--- src/rtl/i2s_pkg.sv ---
// Shared types and helpers for the I2S master frame sequencer.
package i2s_pkg;

  localparam int SLOT_BITS_DEF = 32;

  localparam logic [1:0] WL_8  = 2'b00;
  localparam logic [1:0] WL_16 = 2'b01;
  localparam logic [1:0] WL_24 = 2'b10;
  localparam logic [1:0] WL_32 = 2'b11;

  typedef enum logic [1:0] {
    ST_IDLE  = 2'd0,
    ST_FETCH = 2'd1,
    ST_RUN   = 2'd2
  } state_e;

  // Data bits per slot for a word_len code: 8, 16, 24 or 32.
  function automatic logic [5:0] word_bits(input logic [1:0] wl);
    return {1'b0, wl, 3'b000} + 6'd8;
  endfunction

endpackage

--- src/rtl/i2s_sck_div.sv ---
// SCK generator: half-period counter, sck register and edge strobes.
// Strobes fire in the pclk cycle before sck changes level.
module i2s_sck_div #(
  parameter int DIV_W = 8
) (
  input  logic             pclk,
  input  logic             preset,
  input  logic             en,
  input  logic             clr,
  input  logic [DIV_W-1:0] clk_div,
  output logic             sck,
  output logic             rise,
  output logic             fall
);

  logic [DIV_W-1:0] cnt_q, cnt_d;
  logic             sck_q, sck_d;
  logic             term;

  // Count 0..clk_div while enabled; toggle sck at terminal count.
  always_comb begin
    term  = en && (cnt_q == clk_div);
    cnt_d = cnt_q;
    sck_d = sck_q;
    if (clr) begin
      cnt_d = '0;
      sck_d = 1'b0;
    end else if (en) begin
      if (term) begin
        cnt_d = '0;
        sck_d = ~sck_q;
      end else begin
        cnt_d = cnt_q + DIV_W'(1);
      end
    end
    rise = term && !sck_q;
    fall = term &&  sck_q;
  end

  // Divider state registers.
  always_ff @(posedge pclk) begin
    if (preset) begin
      cnt_q <= '0;
      sck_q <= 1'b0;
    end else begin
      cnt_q <= cnt_d;
      sck_q <= sck_d;
    end
  end

  assign sck = sck_q;

endmodule

--- src/rtl/i2s_frame_ctrl.sv ---
// Master-mode I2S frame sequencer: SCK/WS generation, per-bit strobes,
// slot-boundary FIFO scheduling and sticky underrun/overrun flags.
import i2s_pkg::*;

module i2s_frame_ctrl #(
  parameter int DIV_W     = 8,
  parameter int SLOT_BITS = SLOT_BITS_DEF
) (
  input  logic             pclk,
  input  logic             preset,
  input  logic             ctrl_en,
  input  logic [DIV_W-1:0] clk_div,
  input  logic [1:0]       word_len,
  input  logic             mono,
  input  logic             flag_clr,
  input  logic             tx_empty,
  input  logic             rx_full,
  output logic             tx_ren,
  output logic             tx_load,
  output logic             tx_load_zero,
  output logic             shift_tick,
  output logic             sample_tick,
  output logic             bit_active,
  output logic             rx_wen,
  output logic             sck,
  output logic             ws,
  output logic             underrun,
  output logic             overrun,
  output logic             busy
);

  localparam int             BW     = $clog2(SLOT_BITS);
  localparam logic [BW-1:0]  B_LAST = BW'(SLOT_BITS - 1);
  localparam logic [BW-1:0]  B_PRE  = BW'(SLOT_BITS - 2);

  state_e           state_q, state_d;
  logic [DIV_W-1:0] div_q, div_d;
  logic [1:0]       wl_q, wl_d;
  logic             mono_q, mono_d;
  logic [BW-1:0]    b_q, b_d;
  logic             slot_q, slot_d;     // 0 = left, 1 = right
  logic             ws_q, ws_d;
  logic             first_q, first_d;   // first RUN cycle: bit 0 drive, no SCK edge
  logic             stop_q, stop_d;     // end of this right slot returns to IDLE
  logic             zero_q, zero_d;     // pending load is zero-filled
  logic             rx_pend_q, rx_pend_d;
  logic             underrun_q, underrun_d;
  logic             overrun_q, overrun_d;

  logic       run, rise, fall, wrap, to_last, stop_now, fetch, ur_set;
  logic [5:0] bits;

  assign run = (state_q == ST_RUN);

  i2s_sck_div #(.DIV_W(DIV_W)) u_div (
    .pclk    (pclk),
    .preset  (preset),
    .en      (run && !first_q),
    .clr     (!run),
    .clk_div (div_q),
    .sck     (sck),
    .rise    (rise),
    .fall    (fall)
  );

  // Next-state, slot/bit bookkeeping and strobe decode.
  always_comb begin
    state_d      = state_q;
    div_d        = div_q;
    wl_d         = wl_q;
    mono_d       = mono_q;
    b_d          = b_q;
    slot_d       = slot_q;
    ws_d         = ws_q;
    first_d      = 1'b0;
    stop_d       = stop_q;
    zero_d       = zero_q;
    rx_pend_d    = 1'b0;
    ur_set       = 1'b0;
    tx_ren       = 1'b0;
    tx_load      = 1'b0;
    tx_load_zero = 1'b0;
    shift_tick   = 1'b0;
    sample_tick  = 1'b0;
    bit_active   = 1'b0;

    bits     = word_bits(wl_q);
    wrap     = run && fall && (b_q == B_LAST);
    to_last  = run && fall && (b_q == B_PRE);
    stop_now = wrap && stop_q;
    // Left slot end skips the fetch in mono; right slot end skips it when stopping.
    fetch    = to_last && !(slot_q ? !ctrl_en : mono_q);

    case (state_q)
      ST_IDLE: begin
        ws_d = 1'b0;
        if (ctrl_en) begin
          state_d = ST_FETCH;
          div_d   = clk_div;
          wl_d    = word_len;
          mono_d  = mono;
        end
      end
      ST_FETCH: begin
        tx_ren  = !tx_empty;
        ur_set  = tx_empty;
        zero_d  = tx_empty;
        b_d     = '0;
        slot_d  = 1'b0;
        ws_d    = 1'b0;
        stop_d  = 1'b0;
        first_d = 1'b1;
        state_d = ST_RUN;
      end
      ST_RUN: begin
        shift_tick   = (first_q || fall) && !stop_now;
        sample_tick  = rise;
        bit_active   = 32'(b_q) < 32'(bits);
        tx_load      = shift_tick && (first_q || wrap);
        tx_load_zero = tx_load && zero_q && !(mono_q && wrap && !slot_q);
        tx_ren       = fetch && !tx_empty;
        if (fetch) begin
          ur_set = tx_empty;
          zero_d = tx_empty;
        end
        if (to_last) begin
          ws_d = ~ws_q;
          if (slot_q) stop_d = !ctrl_en;
        end
        if (fall) b_d = wrap ? '0 : b_q + BW'(1);
        if (wrap) slot_d = ~slot_q;
        rx_pend_d = rise && (b_q == BW'(bits - 6'd1)) && !(mono_q && slot_q);
        if (stop_now) begin
          state_d = ST_IDLE;
          ws_d    = 1'b0;
        end
      end
      default: state_d = ST_IDLE;
    endcase

    // Rx write lands one cycle after the last data bit is sampled.
    rx_wen     = rx_pend_q && !rx_full;
    underrun_d = (underrun_q && !flag_clr) || ur_set;
    overrun_d  = (overrun_q && !flag_clr) || (rx_pend_q && rx_full);
  end

  // State and flag registers.
  always_ff @(posedge pclk) begin
    if (preset) begin
      state_q    <= ST_IDLE;
      div_q      <= '0;
      wl_q       <= '0;
      mono_q     <= 1'b0;
      b_q        <= '0;
      slot_q     <= 1'b0;
      ws_q       <= 1'b0;
      first_q    <= 1'b0;
      stop_q     <= 1'b0;
      zero_q     <= 1'b0;
      rx_pend_q  <= 1'b0;
      underrun_q <= 1'b0;
      overrun_q  <= 1'b0;
    end else begin
      state_q    <= state_d;
      div_q      <= div_d;
      wl_q       <= wl_d;
      mono_q     <= mono_d;
      b_q        <= b_d;
      slot_q     <= slot_d;
      ws_q       <= ws_d;
      first_q    <= first_d;
      stop_q     <= stop_d;
      zero_q     <= zero_d;
      rx_pend_q  <= rx_pend_d;
      underrun_q <= underrun_d;
      overrun_q  <= overrun_d;
    end
  end

  assign ws       = ws_q;
  assign underrun = underrun_q;
  assign overrun  = overrun_q;
  assign busy     = (state_q != ST_IDLE);

endmodule

--- config.mk ---
export PLATFORM = sky130hd
export DESIGN_NAME = i2s_frame_ctrl
export DESIGN_NICKNAME = d
export VERILOG_FILES = /design/src/rtl/i2s_pkg.sv /design/src/rtl/i2s_sck_div.sv /design/src/rtl/i2s_frame_ctrl.sv
export SDC_FILE = /design/constraint.sdc
export NUM_CORES = 1
export LEC_CHECK = 0
export ABC_AREA = 1
export CAP_MARGIN = 40
export CELL_PAD_IN_SITES_DETAIL_PLACEMENT = 1
export CELL_PAD_IN_SITES_GLOBAL_PLACEMENT = 2
export CORE_ASPECT_RATIO = 1.75
export CORE_MARGIN = 2
export CORE_UTILIZATION = 37
export CTS_CLUSTER_DIAMETER = 120
export CTS_CLUSTER_SIZE = 20
export DETAILED_ROUTE_END_ITERATION = 12
export DONT_BUFFER_PORTS = 1
export PLACE_DENSITY = 0.86
export SYNTH_ARGS = -nofsm -noshare
export SYNTH_HDL_FRONTEND = slang
export SYNTH_HIERARCHICAL = 1
export SYNTH_SLANG_ARGS = --single-unit
--- constraint.sdc ---
create_clock -name pclk -period 9.6 [get_ports pclk]
set_clock_uncertainty 0.15 [all_clocks]
set_input_delay 2.88 -clock pclk [delete_from_list [all_inputs] [get_ports pclk]]
set_output_delay 2.88 -clock pclk [all_outputs]
set_load 0.005 [all_outputs]
==> impl_metrics.tcl, run 1 <==
set metrics [dict create \
    period_share_pct 68.23 \
    core_sq_mm 0.005299 \
    cts_buffers 5 \
    yosysWarnings 6 \
    netlist_instances 295 \
    hpwl_microns 4232 \
    ff2ff_path_depth 14 \
    io_pins 29 \
    die_area_sq_mm 0.006117 \
    drv_slew 0 \
    wl_per_cell_microns 14.52 \
    worst_slack_ns 3.050 \
    clkTransAtPathRegs_ns 0.08 \
    min_path_cells 2 \
    p_leak_nw 0.9920 \
    routed_wl_microns 5417 \
    num_rows 35 \
    fmax_mhz 152.7 \
    switching_share_pct 41.12 \
    grt_usage_pct 19.91 \
    finalSetupViolations 0 \
    worstPathMaxFanout 2 \
    grt_pass1_wl_microns 8970 \
    cts.sinks 35 \
    r2r_start "state_q[0]$_SDFFE_PP0P_" \
    dp_slack_ns 3.055 \
    required_ns 6.57 \
    worst_slew_pin_slew_ns 0.5832 \
    clock-root-buffer "clkbuf_8" \
    diodes 0 \
    drive_gt1_share_pct 12.37 \
    cts_setup_buffers 0 \
    initial_core_util_pct 38.30 \
    placed_cells 365 \
    crit_path_start_kind "input port" \
    maxSlewHeadroom_pct 60.98 \
    syn_to_final_growth_pct 8.262 \
    clk_path_buf_depth 2 \
    maxCapViolCount 0 \
    cts_resized 0 \
    critPathKind "in -> out" \
    fp.dieH_microns 102.0 \
    r2r_slack_ns 6.68 \
    clk-insertion-delay-late_ns 0.29 \
    gp_congestion 0.7714 \
    syn-mean-instance-area_sq_um 6.879 \
    first_iter_violations 36 \
    p_int_mw 0.2978 \
    stdcell_count 373 \
    syn-num-nets 324 \
    ant_nets 0 \
    worstPathArrival_ns 3.52 \
    min_period_ns 6.550 \
    crit_chain "inv_1 -> nand2_1 -> o21ai_0 -> o21bai_2 -> nand2_1 -> nor2_1" \
    hold_start "rx_pend_q$_SDFF_PP0_" \
    synth_edf_count 0 \
    cp_common_cell "nand2_1" \
    clkPwrFrac_pct 24.2 \
    rsz0062_at_grt "false" \
    outcome "finished clean" \
    synthArstFlopShare_pct 0 \
    die_w_microns 59.99 \
    power-per-cell-area_mw_per_mm2 230.2 \
    setup-tns-final_ns 0 \
    antenna_found_initial 0 \
    dr.pass1.iters 4 \
    final_nets 327 \
    route.detailed.drc 0 \
    ys_types 33 \
    synth_area_sq_mm 0.002029 \
    cts_tree "done" \
    hold_class "reg -> reg" \
    crit_path_end_kind "output pin" \
    peakVddDrop_v 0.0001011 \
    cpPeakStageDelay_ns 0.18 \
    p_comb_share_pct 38.8 \
    whs_endpoint "overrun$_SDFF_PP0_" \
    p_total_mw 0.5057 \
    hold_buffers 0 \
    ys_ff_latch 35 \
    final_hold_viol_count 0 \
    seq_power_share_pct 37.0 \
    port_buffers 0 \
    htree_levels 2 \
    viasPerCell 4.922 \
    reg2reg_to "underrun$_SDFF_PP0_" \
    grt-ovfl-total 0 \
    grt_pass1_vias 1978 \
    ys.flop_type "dfxtp_1" \
    cp_slowest_cell "o21bai_2" \
    power_switching_mw 0.2080 \
    grt_max_degree 18 \
    yosysSeqAreaShare_pct 34.53 \
    routed-via-count 1836 \
]
==> cell families (layout without fill, tap and decap cells) <==
logic type,count (synthesis),count (layout),share of synthesized area [%]
AO/OA/AOI/OAI,40,40,10.73
XOR/XNOR,6,6,2.589
adder cells (fa/ha/maj),12,12,7.398
buffers and inverters,50,54,9.987
flip-flops,35,35,34.53
AND/OR/NAND/NOR,152,152,34.77
==> cells in the final DEF, fill, tap and decap left out, types with 7 or more instances in the layout <==
master	count
a21oi_1	16
clkbuf_8	7
dfxtp_1	35
ha_1	12
inv_1	35
inv_2	9
nand2_1	62
nand3_1	11
nor2_1	53
o21ai_0	14
==> stage by stage <==
stage | cell area (sq um) | util [%] | hold WS, ns
floorplan | 2029 | - | 0.2863
CTS | 2197 | 41.46 | 0.3209
global placement | 2097 | 39.57 | 0.2901
global route | 2197 | 41.46 | 0.3513
finish | 2197 | 41.46 | 0.3213
detailed placement | 2097 | 39.57 | 0.3100
==> flip-flops by register name, indices dropped and copies added (netlist names) <==
register / flops
b_q: 5
div_q: 8
first_q: 1
mono_q: 1
overrun: 1
rx_pend_q: 1
slot_q: 1
state_q: 2
stop_q: 1
u_div/cnt_q: 8
u_div/sck: 1
underrun: 1
wl_q: 2
ws: 1
zero_q: 1
==> Yosys cell counts, types with 2 or more instances <==
| cell | number | area [sq um] |
|---|---|---|
| a21oi_1 | 16 | 80.08 |
| buf_2 | 2 | 10.01 |
| dfxtp_1 | 35 | 700.7 |
| ha_1 | 12 | 150.1 |
| inv_1 | 35 | 131.4 |
| inv_2 | 9 | 33.78 |
| nand2_1 | 62 | 232.7 |
| nand2_2 | 3 | 18.77 |
| nand2_4 | 5 | 56.30 |
| nand3_1 | 11 | 55.05 |
| nand3_2 | 4 | 40.04 |
| nand4_1 | 3 | 18.77 |
| nor2_1 | 53 | 198.9 |
| nor2_2 | 2 | 12.51 |
| nor2_4 | 3 | 33.78 |
| nor3_1 | 2 | 10.01 |
| o21ai_0 | 14 | 70.07 |
| o21ai_1 | 5 | 25.02 |
| xor2_1 | 5 | 43.79 |
==> how the worst max path moves through the flow <==
stage	from	to	slack, ns	cells after the start
2_1_floorplan	ctrl_en	tx_ren	3.18	6
3_3_place_gp	ctrl_en	tx_ren	3.07	6
3_5_place_dp	ctrl_en	tx_ren	3.05	6
4_1_cts	ctrl_en	tx_ren	3.05	6
5_1_grt	ctrl_en	tx_ren	2.93	6
6_report	ctrl_en	tx_ren	3.05	6
==> layout make-up <==
cell class                 count  area (sq um)
clock buffer                   8         100.1
fill                         693          3102
inverter                      46         177.7
multi-input combinational    210          1126
sequential                    35         700.7
tap                           74         92.59
==> worst max-delay path, delay by kind of cell <==
family                 cells  cell delay (ns)
AND/OR/NAND/NOR            3             0.29
buffers and inverters      1             0.03
AO/OA/AOI/OAI              2             0.32
==> power by group through the flow <==
stage	clock, mW	sequential (mW)	combinational [mW]
global route	0.129	0.192	0.229
global placement	0	0.190	0.196
detailed placement	0	0.191	0.199
finish	0.122	0.187	0.196
CTS	0.125	0.188	0.201
floorplan	0	0.185	0.156
==> layer usage <==
metal	global-route usage [%]	routed length (microns)	part of all wire, %	up-vias
li1	-	-	-	923
met4	12.14	256	4.7	0
met1	18.91	1967	36	871
met5	0	0	0	-
met3	2.532	100	1.8	15
met2	38.13	3092	57	27
Power figures use the tool's default switching activity.
==> run 2: changes to the inputs <==
Settings changed: CORE_UTILIZATION 37 to 35, PLACE_DENSITY 0.86 to 0.82.
Clock period 9.6 ns to 6.8 ns, I/O delays scaled along.
==> impl_metrics.tcl, run 2 (synthesis results as in run 1) <==
set metrics [dict create \
    die_w_microns 61.56 \
    hold_start "rx_pend_q$_SDFF_PP0_" \
    critPathKind "reg -> out" \
    hpwl_microns 4356 \
    fillers 773 \
    fmax_mhz 197.5 \
    num_rows 36 \
    die_area_sq_mm 0.006447 \
    drv_slew 0 \
    fin_area_sq_mm 0.002183 \
    ant_nets 0 \
    viasPerCell 4.792 \
    routed-via-count 1797 \
    worst_slew_pin_slew_ns 0.5761 \
    final_nets 327 \
    crit_path_start_kind "flip-flop" \
    route.detailed.drc 0 \
    crit_start "state_q[0]$_SDFFE_PP0P_" \
    whs_ns 0.3142 \
    port_buffers 0 \
    dr.pass1.iters 2 \
    cts_tree "done" \
    cts.sinks 35 \
    required_ns 4.61 \
    worstPathMaxFanout 9 \
    maxSlewHeadroom_pct 61.55 \
    rsz0062_at_grt "false" \
    clkTransAtPathRegs_ns 0.07 \
    stdcell_count 375 \
    cts_resized 0 \
    core_sq_mm 0.005585 \
    crit_path_end_kind "output pin" \
    grt_pass1_vias 1944 \
    hold_buffers 0 \
    clk-insertion-delay-late_ns 0.29 \
    grt_max_degree 18 \
    grt_usage_pct 18.95 \
    cts_buffers 5 \
    outcome "finished clean" \
    layout_common_cells "nand2_1, nor2_1, inv_1, dfxtp_1, a21oi_1" \
    syn_to_final_growth_pct 7.583 \
    p_leak_nw 0.9882 \
    setup-tns-final_ns 0 \
    routed_wl_microns 5383 \
    peakVddDrop_v 0.0001840 \
    grt_pass1_wl_microns 8990 \
    cts_setup_buffers 0 \
    min_period_ns 5.064 \
    period_share_pct 74.48 \
    layout_commonest_cell "nand2_1" \
    drive_gt1_share_pct 12.71 \
    reg_top3 "div_q (8), u_div/cnt_q (8), b_q (5)" \
    diodes 0 \
    power-per-cell-area_mw_per_mm2 313.7 \
    clk_path_buf_depth 2 \
    r2r_slack_ns 3.94 \
    antenna_found_initial 0 \
    first_iter_violations 39 \
    gp_congestion 0.8280 \
    worstPathArrival_ns 2.87 \
    clock-root-buffer "clkbuf_8" \
    maxCapViolCount 0 \
    fp.dieH_microns 104.7 \
    grt-ovfl-total 0 \
    htree_levels 2 \
    finalSetupViolations 0 \
    placed_area_sq_mm 0.002100 \
    hold_class "reg -> reg" \
    initial_core_util_pct 36.34 \
    r2r_start "state_q[0]$_SDFFE_PP0P_" \
    wl_per_cell_microns 14.35 \
    io_pins 29 \
    placed_cells 367 \
    final_hold_viol_count 0 \
]
-- run 2: cell count changes in the layout (fill, tap and decap cells not counted), sizes merged --
cell / delta
clkbuf: -3
clkinv: +3
-- run 2: worst paths after layout --
| path | endpoint | cells after the start |
|---|---|---|
| setup / recovery | tx_load_zero | 15 |
| hold reg to reg | overrun$_SDFF_PP0_ | 2 |
| hold / removal | overrun$_SDFF_PP0_ | 2 |
| setup reg to reg | ws$_SDFFE_PP0P_ | 15 |
-- run 2: metal layers --
layer / part of all wire [%] / GRT usage, %
met5: 0 / 0
met1: 35 / 17.48
met4: 2.1 / 7.143
met2: 61 / 37.22
met3: 2.3 / 3.342
-- run 2: report_power, final --
part           switching (mW)  internal [mW]  leakage [nW]  total [mW]
Combinational           0.183         0.0893         0.655       0.273
Sequential             0.0248          0.238         0.285       0.263
Clock                  0.0791         0.0701        0.0477       0.149
-- run 2: through the flow --
step / util [%] / setup WS [ns] / power (mW)
after global routing: 39.09 / 1.403 / 0.7479
after CTS: 39.09 / 1.702 / 0.7027
after floorplan: - / 2.059 / 0.4813
after global placement: 37.59 / 1.946 / 0.5448
final: 39.09 / 1.736 / 0.6849
after detailed placement: 37.59 / 1.936 / 0.5482
-- run 2: worst max-delay path, stage by stage, from the launching register on --
cell     delay [ns]
dfxtp_1        0.33
inv_1          0.12
ha_1           0.45
inv_2          0.12
nor2_1         0.24
nand4_1        0.13
nor2_1         0.13
nand3_2        0.14
nor2_1         0.26
nand2_4        0.11
inv_6          0.10
nand2_4        0.06
nand2_1        0.07
inv_2          0.05
nor2_4         0.12
o211a_1        0.17
-- run 2: layout make-up --
class,count,area (sq um),share of cell area [%]
clock buffer,5,68.82,3.152
multi-input combinational,210,1126,51.58
tap,76,95.09,4.355
inverter,46,177.7,8.138
sequential,35,700.7,32.09
clock inverter,3,15.01,0.6877
